--- config.mk ---
export PLATFORM = sky130hd
export DESIGN_NAME = posit_round_encode
export DESIGN_NICKNAME = d
export VERILOG_FILES = /design/src/rtl/ppu_pkg.sv /design/src/rtl/posit_rne_pack.sv /design/src/rtl/posit_round_encode.sv
export SDC_FILE = /design/constraint.sdc
export NUM_CORES = 1
export LEC_CHECK = 0
export CAP_MARGIN = 25
export CORE_MARGIN = 2
export CORE_UTILIZATION = 45
export DETAILED_ROUTE_END_ITERATION = 10
export PLACE_DENSITY = 0.73
export SLEW_MARGIN = 20
export SYNTH_ARGS = -nofsm -noshare
export SYNTH_HDL_FRONTEND = slang
export SYNTH_HIERARCHICAL = 1
export SYNTH_SLANG_ARGS = --single-unit
export TNS_END_PERCENT = 5
--- constraint.sdc ---
create_clock -name clk_i -period 8.3 [get_ports clk_i]
set_clock_uncertainty 0.1 [all_clocks]
set_input_delay 1.245 -clock clk_i [delete_from_list [all_inputs] [get_ports clk_i]]
set_output_delay 1.245 -clock clk_i [all_outputs]
set_load 0.05 [all_outputs]
--- src/rtl/ppu_pkg.sv ---
// Shared posit types and constants for the PPU pipeline (N=16, ES=1),
// including the stage-1 record used by the rounding/encoding stage.
package ppu_pkg;

  localparam int N              = 16;
  localparam int ES             = 1;
  localparam int FRAC_FULL_SIZE = 28;
  localparam int TE_BITS        = 10;
  localparam int K_BITS         = TE_BITS - ES;

  typedef logic [N-1:0] posit_t;

  typedef struct packed {
    logic                      sign;
    logic signed [TE_BITS-1:0] total_exponent;
    logic [FRAC_FULL_SIZE-1:0] frac;
  } long_fir_t;

  typedef struct packed {
    long_fir_t long_fir;
    logic      frac_truncated;
  } ops_out_meta_t;

  typedef struct packed {
    posit_t posit;
    logic   special_tag;
  } posit_special_t;

  typedef struct packed {
    logic                      sign;
    logic signed [K_BITS-1:0]  k;
    logic [ES-1:0]             e;
    logic [FRAC_FULL_SIZE-1:0] frac;
    logic                      sticky;
    logic                      sat_max;
    logic                      sat_min;
    posit_special_t            special;
  } round_s1_t;

  localparam posit_t ZERO   = {N{1'b0}};
  localparam posit_t NAR    = {1'b1, {(N-1){1'b0}}};
  localparam posit_t MAXPOS = {1'b0, {(N-1){1'b1}}};
  localparam posit_t MINPOS = {{(N-1){1'b0}}, 1'b1};

  function automatic posit_t c2(input posit_t x);
    return ~x + {{(N-1){1'b0}}, 1'b1};
  endfunction

endpackage

--- src/rtl/posit_rne_pack.sv ---
// Combinational regime/exponent/fraction assembly with round-to-nearest-even,
// saturation clamping, sign application and special-value bypass.
module posit_rne_pack
  import ppu_pkg::*;
(
  input  round_s1_t s1,
  output posit_t    posit
);

  localparam int SW = 1 + ES + FRAC_FULL_SIZE;
  localparam int VW = (N - 2) + SW;

  logic [SW-1:0]     tail;
  logic [VW-1:0]     fill;
  logic [VW-1:0]     str;
  logic [K_BITS-1:0] run;
  logic [N-2:0]      m;
  logic              guard;
  logic              sticky;
  logic              inc;
  logic [N-1:0]      sum;
  posit_t            mag;

  // Regime run is k+1 ones for k>=0 or -k zeros for k<0; the terminator is the
  // inverse of the run bit, so it equals the sign of k.
  always_comb begin
    run = '0;
    if (s1.k[K_BITS-1]) begin
      run = ~s1.k + {{(K_BITS-1){1'b0}}, 1'b1};
    end else begin
      run = s1.k + {{(K_BITS-1){1'b0}}, 1'b1};
    end
    tail = {s1.k[K_BITS-1], s1.e, s1.frac};
    if (s1.k[K_BITS-1]) begin
      fill = {VW{1'b0}};
    end else begin
      fill = ~({VW{1'b1}} >> run);
    end
    str    = fill | ({tail, {(N-2){1'b0}}} >> run);
    m      = str[VW-1 -: N-1];
    guard  = str[VW-N];
    sticky = (|str[VW-N-1:0]) | s1.sticky;
    inc    = guard & (m[0] | sticky);
    sum    = {1'b0, m} + {{(N-1){1'b0}}, inc};
    if (s1.sat_max) begin
      mag = MAXPOS;
    end else if (s1.sat_min) begin
      mag = MINPOS;
    end else if (sum[N-1]) begin
      mag = MAXPOS;
    end else if (sum == {N{1'b0}}) begin
      mag = MINPOS;
    end else begin
      mag = sum;
    end
    if (s1.special.special_tag) begin
      posit = s1.special.posit;
    end else if (s1.sign) begin
      posit = c2(mag);
    end else begin
      posit = mag;
    end
  end

endmodule

--- src/rtl/posit_round_encode.sv ---
// Two-stage elastic output stage: S1 decodes regime/exponent and saturation,
// S2 registers the rounded, signed posit.
module posit_round_encode
  import ppu_pkg::*;
(
  input  logic           clk_i,
  input  logic           rst_ni,
  input  logic           in_valid_i,
  output logic           in_ready_o,
  input  ops_out_meta_t  ops_meta_i,
  input  posit_special_t special_i,
  output logic           out_valid_o,
  input  logic           out_ready_i,
  output posit_t         posit_o
);

  localparam logic signed [TE_BITS-1:0] K_SAT_HI = TE_BITS'(N - 2);
  localparam logic signed [TE_BITS-1:0] K_SAT_LO = TE_BITS'(1 - N);

  logic                      s1_valid;
  logic                      s2_valid;
  logic                      s1_adv;
  logic                      s2_adv;
  logic signed [TE_BITS-1:0] k_full;
  round_s1_t                 s1_d;
  round_s1_t                 s1_q;
  posit_t                    packed_posit;
  posit_t                    posit_q;

  assign s2_adv      = !s2_valid | out_ready_i;
  assign s1_adv      = !s1_valid | s2_adv;
  assign in_ready_o  = s1_adv;
  assign out_valid_o = s2_valid;
  assign posit_o     = posit_q;

  assign k_full = $signed(ops_meta_i.long_fir.total_exponent) >>> ES;

  // Stage-1 decode of the incoming fir into regime, exponent and saturation flags.
  always_comb begin
    s1_d         = {$bits(round_s1_t){1'b0}};
    s1_d.sign    = ops_meta_i.long_fir.sign;
    s1_d.k       = k_full[K_BITS-1:0];
    s1_d.e       = ops_meta_i.long_fir.total_exponent[ES-1:0];
    s1_d.frac    = ops_meta_i.long_fir.frac;
    s1_d.sticky  = ops_meta_i.frac_truncated;
    s1_d.sat_max = (k_full >= K_SAT_HI);
    s1_d.sat_min = (k_full <= K_SAT_LO);
    s1_d.special = special_i;
  end

  // Stage-1 register: loads only on an input transfer.
  always_ff @(posedge clk_i or negedge rst_ni) begin
    if (!rst_ni) begin
      s1_valid <= 1'b0;
      s1_q     <= {$bits(round_s1_t){1'b0}};
    end else if (s1_adv) begin
      s1_valid <= in_valid_i;
      if (in_valid_i) begin
        s1_q <= s1_d;
      end
    end
  end

  posit_rne_pack u_pack (
    .s1    (s1_q),
    .posit (packed_posit)
  );

  // Stage-2 register: output is held stable while downstream stalls.
  always_ff @(posedge clk_i or negedge rst_ni) begin
    if (!rst_ni) begin
      s2_valid <= 1'b0;
      posit_q  <= {N{1'b0}};
    end else if (s2_adv) begin
      s2_valid <= s1_valid;
      if (s1_valid) begin
        posit_q <= packed_posit;
      end
    end
  end

endmodule
Yosys cells after proc, flatten, opt, wreduce, memory -nomap -nowiden --
Index checks and enable logic that the tools add are counted.
Storage, ports and cells: flip-flop bits (word level) 77, input port bits 61, output and inout bits 18, word-level logic and storage cells 43
Cells by class: $add $sub $neg 4, magnitude comparators 2, shift-type cells 2, muxes and demuxes 8, bitwise gates (word level) 9, reduce and logical (&&, ||, !) cells 6
Operators with widths (number):
- 16-bit 2-to-1 mux | 5
- 44-bit 2-to-1 mux | 1
- 44-bit NOT | 1
- 44-bit OR | 1
- 44-bit by 9-bit >> shifter with 44-bit output | 1
- 44-bit by 9-bit >> shifter with 44-bit output, first input constant | 1
- 28-bit OR reduction | 1
- 9-bit by 1-bit adder with 9-bit output, second input constant | 2
- 15-bit by 1-bit adder with 16-bit output | 1
- 16-bit by 1-bit adder with 16-bit output, second input constant | 1
- 16-bit zero test | 1
- 16-bit NOT | 1
- 15-bit 2-to-1 mux | 1
- 9-bit by 5-bit greater-or-equal comparator with 1-bit output, second input constant | 1
- 9-bit by 5-bit <= comparator with 1-bit output, second input constant | 1
- 9-bit 2-to-1 mux | 1
- 9-bit NOT | 1
- 1-bit OR | 4
- 2-bit AND reduction | 2
- 1-bit zero test | 2
- 1-bit AND | 1

Logic depth before layout (Yosys ltp) --
Gate-level depths: netlist of run 1.
depth in word-level cells 21, gate-level depth with buffers 33, gate-level depth less buffers 26

By module --
The synthesis of run 1 kept the hierarchy.
Modules (own cells, without submodules):
- posit_rne_pack | times used 1, cells an instance 649, area an instance 4296.6 um2, seq. area each 0.0 um2
- posit_round_encode | times used 1, cells an instance 172, area an instance 2959.1 um2, seq. area each 1926.8 um2

Least setup slack after synthesis of run 1 --
No wires, ideal clock.
path type reg2reg, from reg s1_q[57] (netlist bit), to reg posit_q[12] (netlist: posit_o[12]), setup time 0.125 ns, arrival 7.228 ns, required time 8.075 ns, setup slack 0.848 ns, cell stages (with the launch flop) 34, buffers on the path 8, period minus slack after synthesis 7.452 ns, path through dfrtp_1 buf_6 buf_4 buf_2 clkbuf_1 buf_1 xor2_1 ha_1 buf_2 xor3_2 buf_6 mux4_2 nand4_1 o31ai_1 a2111o_1 o32a_1 inv_1 ha_1 inv_1 a311oi_1 a31oi_1 or2_1 clkbuf_1 nor4_1 o32ai_4 a2111oi_4 a21oi_4 ha_1 a21boi_2 o21ai_1 nand2_1 xor2_1 mux2_2 mux2_2
On the way: longest elaborated chain between the ends 21, elaborated cells on any way between the ends 23, those cells by class add/sub: 4; shift: 2; mux: 8; bitwise: 7; reduce/logical: 2
Ends and longest elaborated chain:
- from (decl) | RTL line posit_round_encode.sv:26 | round_s1_t s1_q;
- from (signal assigned) | RTL line posit_round_encode.sv:55 | s1_q <= {$bits(round_s1_t){1'b0}};
- 9-bit NOT | RTL line posit_rne_pack.sv:29 | run = ~s1.k + {{(K_BITS-1){1'b0}}, 1'b1};
- 9-bit by 1-bit adder with 9-bit output | RTL line posit_rne_pack.sv:29
- 9-bit 2-to-1 mux | RTL line posit_rne_pack.sv:28 | if (s1.k[K_BITS-1]) begin
- 44-bit by 9-bit >> shifter with 44-bit output | RTL line posit_rne_pack.sv:37 | fill = ~({VW{1'b1}} >> run);
- 44-bit NOT | RTL line posit_rne_pack.sv:37
- 44-bit 2-to-1 mux | RTL line posit_rne_pack.sv:34 | if (s1.k[K_BITS-1]) begin
- 44-bit OR (*) | RTL line posit_rne_pack.sv:39 | str = fill | ({tail, {(N-2){1'b0}}} >> run);
- 28-bit OR reduction | RTL line posit_rne_pack.sv:42 | sticky = (|str[VW-N-1:0]) | s1.sticky;
- [... 6 more ...]
- 16-bit 2-to-1 mux (*) | RTL line posit_rne_pack.sv:49 | end else if (sum[N-1]) begin
- 16-bit 2-to-1 mux (*) | RTL line posit_rne_pack.sv:47 | end else if (s1.sat_min) begin
- 16-bit 2-to-1 mux (*) | RTL line posit_rne_pack.sv:45 | if (s1.sat_max) begin
- 16-bit NOT | RTL line ppu_pkg.sv:46 | return ~x + {{(N-1){1'b0}}, 1'b1};
- 16-bit by 1-bit adder with 16-bit output | RTL line ppu_pkg.sv:46
- 16-bit 2-to-1 mux (*) | RTL line posit_rne_pack.sv:58 | end else if (s1.sign) begin
- 16-bit 2-to-1 mux (*) | RTL line posit_rne_pack.sv:56 | if (s1.special.special_tag) begin
- net packed_posit[12] | RTL line posit_round_encode.sv:27 | posit_t packed_posit;
- to (signal assigned) | RTL line posit_round_encode.sv:73 | posit_q <= {N{1'b0}};
- to (signal assigned) | RTL line posit_round_encode.sv:77 | posit_q <= packed_posit;
- to (decl) | RTL line posit_round_encode.sv:28 | posit_t posit_q;
The timed path passes the listed nets; every way through them passes the cells marked *. A chain may end at the register's enable or synchronous reset.

Worst setup path after layout of run 1 --
Ends and elaborated chain as after synthesis.

==> flow_metrics.tcl, run 1 <==
set metrics [dict create \
    outcome "finished clean" \
    worst_pin_slew_ns 0.853 \
    fmax_mhz 136 \
    dp_cells 1061 \
    initial_core_util_pct 45.8 \
    dr.first_iter.drc_count 679 \
    gr-total-overflow 0 \
    netlist_area_mm2 0.00726 \
    async_reset_ff_share_pct 100 \
    antenna_found_initial 0 \
    dieArea_mm2 0.0172 \
    rr_worst_depth 25 \
    synth.mux.area_fraction_pct 19.7 \
    multiInputGateArea_mm2 0.00489 \
    hold_viol 0 \
    ys_seq_area_share_pct 26.6 \
    fillers 1458 \
    worst_setup_path_end_kind "register" \
    synth.net_count 885 \
    grt_usage_pct 23.3 \
    finalCritPeriodShare_pct 88.8 \
    worstHoldPathType "register to register" \
    clk_pin_slew_ns 0.06 \
    yosys.cell_types.count 96 \
    fp.dieW_um 131 \
    synth_area_per_cell_um2 8.84 \
    synth-main-ff-cell "dfrtp_1" \
    synth_top_family_by_area "compound AO/OA/AOI/OAI gates" \
    cp-start-kind "register" \
    syn_to_final_growth_pct 15.4 \
    finalNetCount 920 \
    wl_per_cell_um 18.3 \
    finalSetupTns_ns 0 \
    synth-edff-count 0 \
    viasPerCell 6.24 \
    cts_buffers 9 \
    ys_warn_count 6 \
    worstSkewPairLatency_ns 0.35 \
    cp_data_arrival_time_ns 7.51 \
    route.vias.total 6722 \
    grt_pass1_wl_um 31800 \
    clock_path_buffers 2 \
    coreArea_mm2 0.0158 \
    cts_tree "yes" \
    dr.pass1.iters 8 \
    r2r_setup_slack_ns 0.93 \
    ioPinCount 79 \
    yosys.area_share.simple_pct 18.3 \
    holdPathEnd "posit_o[3]" \
    p_leak_nw 3.23 \
    die_y_um 131 \
    critPathKind "register to register" \
    cts_resized 0 \
    critical_path.top_delay_family "compound AO/OA/AOI/OAI gates" \
    slew_viol_final 0 \
    cp_slowest_cell "dfrtp_1" \
    drive_gt1_share_pct 18.2 \
    ant_nets 0 \
    drv_cap 0 \
    max_slew_margin_pct 43.1 \
    route.detailed.drc 0 \
    cp_common_cell "inv_1" \
    post_cts_buffers 0 \
    totalWireLength_um 19700 \
    synth_cells 821 \
    final_cell_mix "77 x clkdlybuf4s50_1, 77 x dfrtp_1, 73 x mux2_2" \
    clock_sinks 77 \
    yosys.area_share.adder_pct 0.655 \
    finalNonFillerCells 1077 \
    gp_congestion 0.972 \
    ff_latch_area_mm2 0.00193 \
    crit_required_ns 8.44 \
    critPathMaxStageDelay_ns 0.68 \
    row_count 46 \
    period_needed_ns 7.37 \
    r2r_end "posit_o[12]" \
    setup_viol 0 \
    cts-root-buf "clkbuf_16" \
    synthXorXnorAreaFrac_pct 3.97 \
    h-tree-depth 3 \
    cp-startpoint "s1_q[57]" \
    worstHoldStart "posit_o[3]" \
    grt_pass1_vias 6196 \
    synth_compound_area_share_pct 24.7 \
    synth.ff_latch_count 77 \
    ctsHoldBuffers 0 \
    hold_path_depth 1 \
    ir_drop_v 0.000135 \
    power.density_mw_per_mm2 288 \
    cp_num_buf_inv 4 \
    antenna_cells 0 \
    rsz0062_at_grt "false" \
    portBuffers 78 \
    critical_path.max_fanout 15 \
    reg2reg_from "s1_q[57]" \
    grt_max_degree 78 \
    dp_hpwl_um 14100 \
]
## how the worst max path moves through the flow
stage / cells past startpoint / endpoint
after floorplan: 33 / posit_o[12]
after global placement: 25 / posit_o[12]
after detailed placement: 24 / posit_o[12]
after CTS: 24 / posit_o[12]
after global routing: 24 / posit_o[12]
final: 25 / posit_o[12]
## final cells by class
cell class	count	area share, %
clock buffer	9	2.69
clock inverter	7	0.957
inverter	23	1.03
multi-input combinational	653	58.5
sequential	77	23.0
tap	216	3.23
timing repair buffer	92	10.6
## per-layer routing
metal / wire, um / part of all wire [%] / vias to the layer above / GRT usage (%)
met5: 0 / 0 / - / 0
met4: 476 / 2.4 / 0 / 7.76
met3: 1330 / 6.8 / 43 / 4.56
met2: 8540 / 43 / 299 / 33.8
met1: 9330 / 47 / 3203 / 34.5
li1: - / - / 3177 / -
## worst register-to-register path, stage by stage, from the launching register on
cell	delay [ns]
dfrtp_1	0.68
xnor2_4	0.18
inv_2	0.05
ha_2	0.36
inv_1	0.46
a2bb2oi_1	0.26
o221ai_1	0.30
a2111o_1	0.52
o32a_1	0.34
inv_1	0.11
ha_1	0.17
inv_1	0.06
a311oi_1	0.26
a31oi_1	0.17
or2_1	0.39
nor4_1	0.57
o32ai_4	0.23
a2111oi_4	0.44
a21oi_4	0.16
ha_1	0.26
a21boi_2	0.22
o21ai_1	0.19
nand2_1	0.09
xor2_1	0.16
mux2_2	0.27
mux2_2	0.25
## synthesized netlist by cell type, types with 7 or more instances
library cell	n	area share [%]
nor2b_1	8	0.69
buf_4	8	0.83
a211oi_1	12	1.2
nor2_1	49	2.5
dfrtp_1	77	27
buf_2	12	0.83
o31ai_1	10	1.0
nand3_1	39	2.7
clkbuf_1	36	1.9
xor2_1	10	1.2
xnor2_1	13	1.6
mux2i_1	26	3.6
nand2b_1	12	1.0
nor3b_1	7	0.72
a21oi_1	50	3.4
o211ai_1	10	1.0
mux4_2	10	3.1
a31oi_1	14	1.2
and3_1	7	0.60
nor3_1	18	1.2
nand2_1	72	3.7
a21o_1	7	0.72
inv_1	20	1.0
o21ai_0	37	2.6
mux2_4	8	1.7
o21ai_1	8	0.55
mux2_2	73	11
## per-stage QoR
| stage | area, um^2 | hold WS [ns] | total power [W] | util (%) | setup WS (ns) |
|---|---|---|---|---|---|
| 6_report | 8370 | 0.407 | 0.00241 | 52.9 | 0.929 |
| 5_1_grt | 8370 | 0.425 | 0.00256 | 52.9 | 0.436 |
| 4_1_cts | 8370 | 0.412 | 0.00239 | 52.9 | 1.07 |
| 3_5_place_dp | 8060 | 0.394 | 0.00197 | 50.9 | 1.08 |
| 3_3_place_gp | 8060 | 0.389 | 0.00197 | 50.9 | 1.31 |
| 2_1_floorplan | 7260 | 0.374 | 0.00162 | - | 0.848 |
## kinds of logic after synthesis
kind of cell,count (synthesis)
and+or+nand+nor,260
AOI/OAI and AO/OA,245
muxes,117
buffers and inverters,91
DFF,77
xor gates and xnor gates,27
adders and majority gates,4
## where the power goes
| group | leakage [nW] | switching, W | internal [W] | total, W |
|---|---|---|---|---|
| logic | 2.18 | 0.000876 | 0.000577 | 0.00145 |
| clock network | 0.148 | 0.000171 | 0.000237 | 0.000408 |
| registers | 0.899 | 0.0000942 | 0.000451 | 0.000546 |
## flip-flops by register name (all words and copies together) (netlist names)
signal / flops
s1_q: 59
s1_valid: 1
out_valid_o: 1
posit_o: 16
Power figures use the tool's default switching activity.
==> inputs of run 2 (changes only) <==
Settings changed: DONT_BUFFER_PORTS set to 1, PLACE_DENSITY 0.73 to 0.67.
==> run 2 against run 1 <==
Net effect:
- cell count fell by 7.5%
- via count down 5.0%
- die area did not move
- total power is 3.1% lower
- final area fell by 9.3%
- sequential cell count unchanged
- sequential share of layout area is 2.4 points higher
- core utilization fell by 4.9 points
- first-iteration DRC count fell by 1.9%
- critical path type unchanged
==> flow_metrics.tcl, run 2 (synthesis gave the netlist of run 1 again) <==
set metrics [dict create \
    final_common_cell "dfrtp_1" \
    cp-start-kind "register" \
    antenna_found_initial 0 \
    largest_register "s1_q" \
    setup_viol 0 \
    reg2reg_from "s1_q[57]" \
    r2r_end "posit_o[12]" \
    dpl_worst_slack_ns 0.814 \
    setup_ws_ns 0.695 \
    finalNetCount 839 \
    h-tree-depth 3 \
    worst_setup_path_end_kind "register" \
    antenna_cells 0 \
    coreArea_mm2 0.0158 \
    cts_buffers 9 \
    dr.pass1.iters 5 \
    grt_pass1_vias 5908 \
    grt_max_degree 78 \
    slew_viol_final 0 \
    crit_end "posit_o[12]" \
    outcome "finished clean" \
    worst_pin_slew_ns 0.838 \
    finalSetupTns_ns 0 \
    final_cell_mix "77 x dfrtp_1, 73 x mux2_2, 72 x nand2_1" \
    p_leak_nw 2.92 \
    route.detailed.drc 0 \
    die_y_um 131 \
    power.density_mw_per_mm2 307 \
    rsz0062_at_grt "false" \
    ff_latch_area_mm2 0.00193 \
    dieArea_mm2 0.0172 \
    fmax_mhz 131 \
    clock_sinks 77 \
    holdWs_ns 0.406 \
    grt_usage_pct 23.1 \
    wl_per_cell_um 19.6 \
    syn_to_final_growth_pct 4.59 \
    m1WireLength_um 9230 \
    drive_gt1_share_pct 19.6 \
    portBuffers 0 \
    worstHoldPathType "register to register" \
    cp_data_arrival_time_ns 7.74 \
    largest_register_ffs 59 \
    row_count 46 \
    clock_path_buffers 2 \
    drv_cap 0 \
    fillers 1562 \
    cts-root-buf "clkbuf_16" \
    worstSkewPairLatency_ns 0.36 \
    met2_length_um 8520 \
    ctsHoldBuffers 0 \
    ant_nets 0 \
    route.met3.wl_um 1430 \
    dp_hpwl_um 14000 \
    ioPinCount 79 \
    clk_pin_slew_ns 0.07 \
    viasPerCell 6.41 \
    ir_drop_v 0.000146 \
    dr.first_iter.drc_count 666 \
    gp_congestion 0.937 \
    critPathKind "register to register" \
    rr_worst_depth 25 \
    cp-startpoint "s1_q[57]" \
    initial_core_util_pct 45.8 \
    grt_pass1_wl_um 31300 \
    route.vias.total 6388 \
    finalCritPeriodShare_pct 91.6 \
    period_needed_ns 7.60 \
    post_cts_buffers 0 \
    max_slew_margin_pct 44.2 \
    r2r_setup_slack_ns 0.70 \
    top_layer "met4" \
    cts_resized 0 \
    gr-total-overflow 0 \
    fp.dieW_um 131 \
    cts_tree "yes" \
    critical_path.max_fanout 53 \
    crit_required_ns 8.44 \
    totalWireLength_um 19500 \
    multiInputGateArea_mm2 0.00489 \
    hold_viol 0 \
]
==> run 2: changes by cell type in the layout (fill, tap and decap cells not counted), sizes merged <==
| cell | previous run | this run |
|---|---|---|
| buf | 15 | 11 |
| bufinv | 1 | 2 |
| clkdlybuf4s50 | 77 | 0 |
| clkinv | 2 | 1 |
| clkinvlp | 1 | 0 |
| inv | 26 | 27 |
==> run 2: critical path, cell delays in order, from the launching register on <==
cell	delay, ns
dfrtp_1	0.44
buf_4	0.47
xor2_1	0.20
ha_2	0.46
inv_1	0.47
a2bb2oi_1	0.29
o221ai_1	0.26
a2111o_1	0.50
o32a_1	0.34
inv_1	0.11
ha_1	0.17
inv_1	0.07
a311oi_1	0.25
a31oi_1	0.17
or2_1	0.38
nor4_1	0.52
o32ai_4	0.20
a2111oi_4	0.44
a21oi_4	0.16
ha_1	0.27
a21boi_2	0.22
o21ai_1	0.19
nand2_1	0.10
xor2_1	0.17
mux2_2	0.27
mux2_2	0.26
==> run 2: worst min path at each step <==
| stage | end | cells past startpoint | start | slack (ns) |
|---|---|---|---|---|
| after floorplan | s1_q[51] | 1 | s1_q[51] | 0.37 |
| after global placement | s1_q[12] | 1 | s1_q[12] | 0.39 |
| after detailed placement | s1_q[12] | 1 | s1_q[12] | 0.39 |
| after CTS | s1_q[15] | 1 | s1_q[15] | 0.41 |
| after global routing | s1_q[12] | 1 | s1_q[12] | 0.42 |
| final | s1_q[13] | 1 | s1_q[13] | 0.41 |
==> run 2: layer usage <==
| metal | vias up | GRT usage [%] |
|---|---|---|
| met2 | 244 | 33.7 |
| met3 | 30 | 4.72 |
| met4 | 0 | 6.57 |
| li1 | 3018 | - |
| met5 | - | 0 |
| met1 | 3096 | 34.3 |
==> run 2: power breakdown <==
| part | leakage [nW] | switching, W | internal (W) |
|---|---|---|---|
| clock | 0.163 | 0.000177 | 0.000268 |
| combinational | 1.86 | 0.000727 | 0.000489 |
| sequential | 0.899 | 0.000223 | 0.000449 |
==> run 2: through the flow <==
step / util [%] / cells / power [W] / cell area (um^2)
after floorplan: - / 821 / 0.00162 / 7260
after global placement: 45.9 / 980 / 0.00186 / 7260
after detailed placement: 45.9 / 980 / 0.00186 / 7260
after CTS: 47.9 / 996 / 0.00231 / 7590
after global routing: 47.9 / 996 / 0.00248 / 7590
final: 47.9 / 996 / 0.00233 / 7590
==> run 2: final cells by class <==
class / count / area share, %
Timing Repair Buffer: 11 / 1.09
Inverter: 23 / 1.14
Multi-Input combinational cell: 653 / 64.5
Sequential cell: 77 / 25.4
Clock buffer: 9 / 2.97
Clock inverter: 7 / 1.35
Tap cell: 216 / 3.56
==> inputs of run 3 (changes only) <==
Settings changed: CORE_UTILIZATION 45 to 64, GPL_ROUTABILITY_DRIVEN set to 0, PLACE_DENSITY 0.67 to 0.87.
==> run 3 against run 2 <==
Net effect:
- maximum frequency shrank 2.4%
- worst hold slack is essentially flat
- combinational power grew 3%
- clock power shrank 7.0%
- routed wire length grew 3.4%
- via count grew 8.2%
- clock-buffer cell count is the same
- sequential power is essentially flat
- critical path depth shrank 2
- first-iteration DRC count grew 73%
- die area shrank 29%
==> flow_metrics.tcl, run 3 (synthesis gave the netlist of run 1 again) <==
set metrics [dict create \
    outcome "finished clean" \
    die_y_um 110 \
    grt_pass1_wl_um 33400 \
    drv_cap 0 \
    dr.pass1.iters 8 \
    power.density_mw_per_mm2 315 \
    clock_sinks 77 \
    finalSetupTns_ns 0 \
    gr-total-overflow 0 \
    cp-start-kind "register" \
    top_layer "met4" \
    ioPinCount 79 \
    setup_ws_ns 0.510 \
    finalCritPeriodShare_pct 93.9 \
    rsz0062_at_grt "false" \
    route.vias.total 6913 \
    critPathKind "register to register" \
    antenna_cells 0 \
    drive_gt1_share_pct 19.6 \
    fillers 823 \
    antenna_found_initial 0 \
    max_slew_margin_pct 39.7 \
    route.detailed.drc 0 \
    cts_tree "yes" \
    worst_pin_slew_ns 0.897 \
    dp_hpwl_um 13900 \
    ant_nets 0 \
    worstSkewPairLatency_ns 0.35 \
    initial_core_util_pct 66.4 \
    dr.first_iter.drc_count 1154 \
    dp_cells 903 \
    dieArea_mm2 0.0122 \
    portBuffers 0 \
    h-tree-depth 3 \
    fmax_mhz 128 \
    period_needed_ns 7.79 \
    worstHoldPathType "register to register" \
    ir_drop_v 0.000204 \
    worst_setup_path_end_kind "register" \
    finalNonFillerCells 919 \
    wl_per_cell_um 21.9 \
    setup_viol 0 \
    cts-root-buf "clkbuf_16" \
    totalWireLength_um 20100 \
    final_core_util_pct 68.3 \
    dpl_worst_slack_ns 0.924 \
    clock_path_buffers 2 \
    post_cts_buffers 0 \
    hold_viol 0 \
    grt_usage_pct 32.6 \
    ctsHoldBuffers 0 \
    final_common_cell "dfrtp_1" \
    route.met3.wl_um 2450 \
    final_area_mm2 0.00747 \
    row_count 38 \
    grt_pass1_vias 6540 \
    largest_register_ffs 59 \
    syn_to_final_growth_pct 2.95 \
    dpl_cell_area_mm2 0.00716 \
    grt_max_degree 78 \
    finalNetCount 838 \
    viasPerCell 7.52 \
    m1WireLength_um 7860 \
    cts_resized 0 \
    p_leak_nw 2.90 \
    crit_required_ns 8.43 \
    coreArea_mm2 0.0109 \
    cts_buffers 9 \
    cp_data_arrival_time_ns 7.92 \
    met2_length_um 8890 \
    fp.dieW_um 110 \
    critical_path.max_fanout 46 \
    clk_pin_slew_ns 0.07 \
    largest_register "s1_q" \
    final_cell_mix "77 x dfrtp_1, 73 x mux2_2, 72 x nand2_1" \
    slew_viol_final 0 \
]
[run 3: changes by cell type in the layout (fill, tap and decap cells not counted)]
cell	before	now
a31oi_1	14	13
bufinv_16	2	1
a31oi_2	1	2
clkinvlp_4	0	1
buf_4	11	10
[run 3: metrics by stage]
step / power [W] / hold slack, ns
global route: 0.00245 / 0.433
global placement: 0.00181 / 0.386
finish: 0.00235 / 0.406
detailed placement: 0.00186 / 0.395
floorplan: 0.00162 / 0.374
CTS: 0.00229 / 0.408
[run 3: layer usage]
metal	up-vias	track usage (%)
met1	3173	45.1
met2	569	49.6
li1	3016	-
met4	0	12.2
met5	-	0
met3	155	8.18
[run 3: worst paths after layout]
kind	start	end	slack [ns]	depth (start not counted)
min	s1_q[12]	s1_q[12]	0.41	1
min reg2reg	s1_q[12]	s1_q[12]	0.41	1
max in group asynchronous	rst_ni	s1_q[6]	7.45	0
min in group asynchronous	rst_ni	s1_q[36]	0.49	0
max	s1_q[57]	posit_o[12]	0.51	23
max reg2reg	s1_q[57]	posit_o[12]	0.51	23
[run 3: final cells by class]
class / instances / area (um^2) / area share, %
repair buffers: 10 / 75.1 / 1.01
flip-flops and latches: 77 / 1930 / 25.8
clock buffers: 9 / 225 / 3.02
multi-input cells: 653 / 4900 / 65.6
inverters: 23 / 86.3 / 1.16
clock inverters: 7 / 80.1 / 1.07
well taps: 140 / 175 / 2.35
[run 3: critical path: stages (launching register included)]
cell	delay [ns]
dfrtp_1	0.57
buf_4	0.47
xor3_2	0.81
mux4_2	0.58
o31ai_1	0.44
a2111o_1	0.20
o32a_1	0.24
inv_1	0.12
ha_1	0.23
inv_1	0.10
a311oi_1	0.06
a31oi_1	0.48
xnor2_1	0.12
o31ai_1	0.58
nand3_1	0.23
a2111oi_2	0.54
a21oi_4	0.17
ha_1	0.29
a21boi_2	0.23
o21ai_1	0.21
nand2_1	0.11
xor2_1	0.18
mux2_2	0.29
mux2_2	0.28
[run 3: power by group]
group	leakage, nW	internal (W)	switching (W)
Clock	0.149	0.000238	0.000177
Combinational	1.86	0.000489	0.000770
Sequential	0.899	0.000449	0.000226
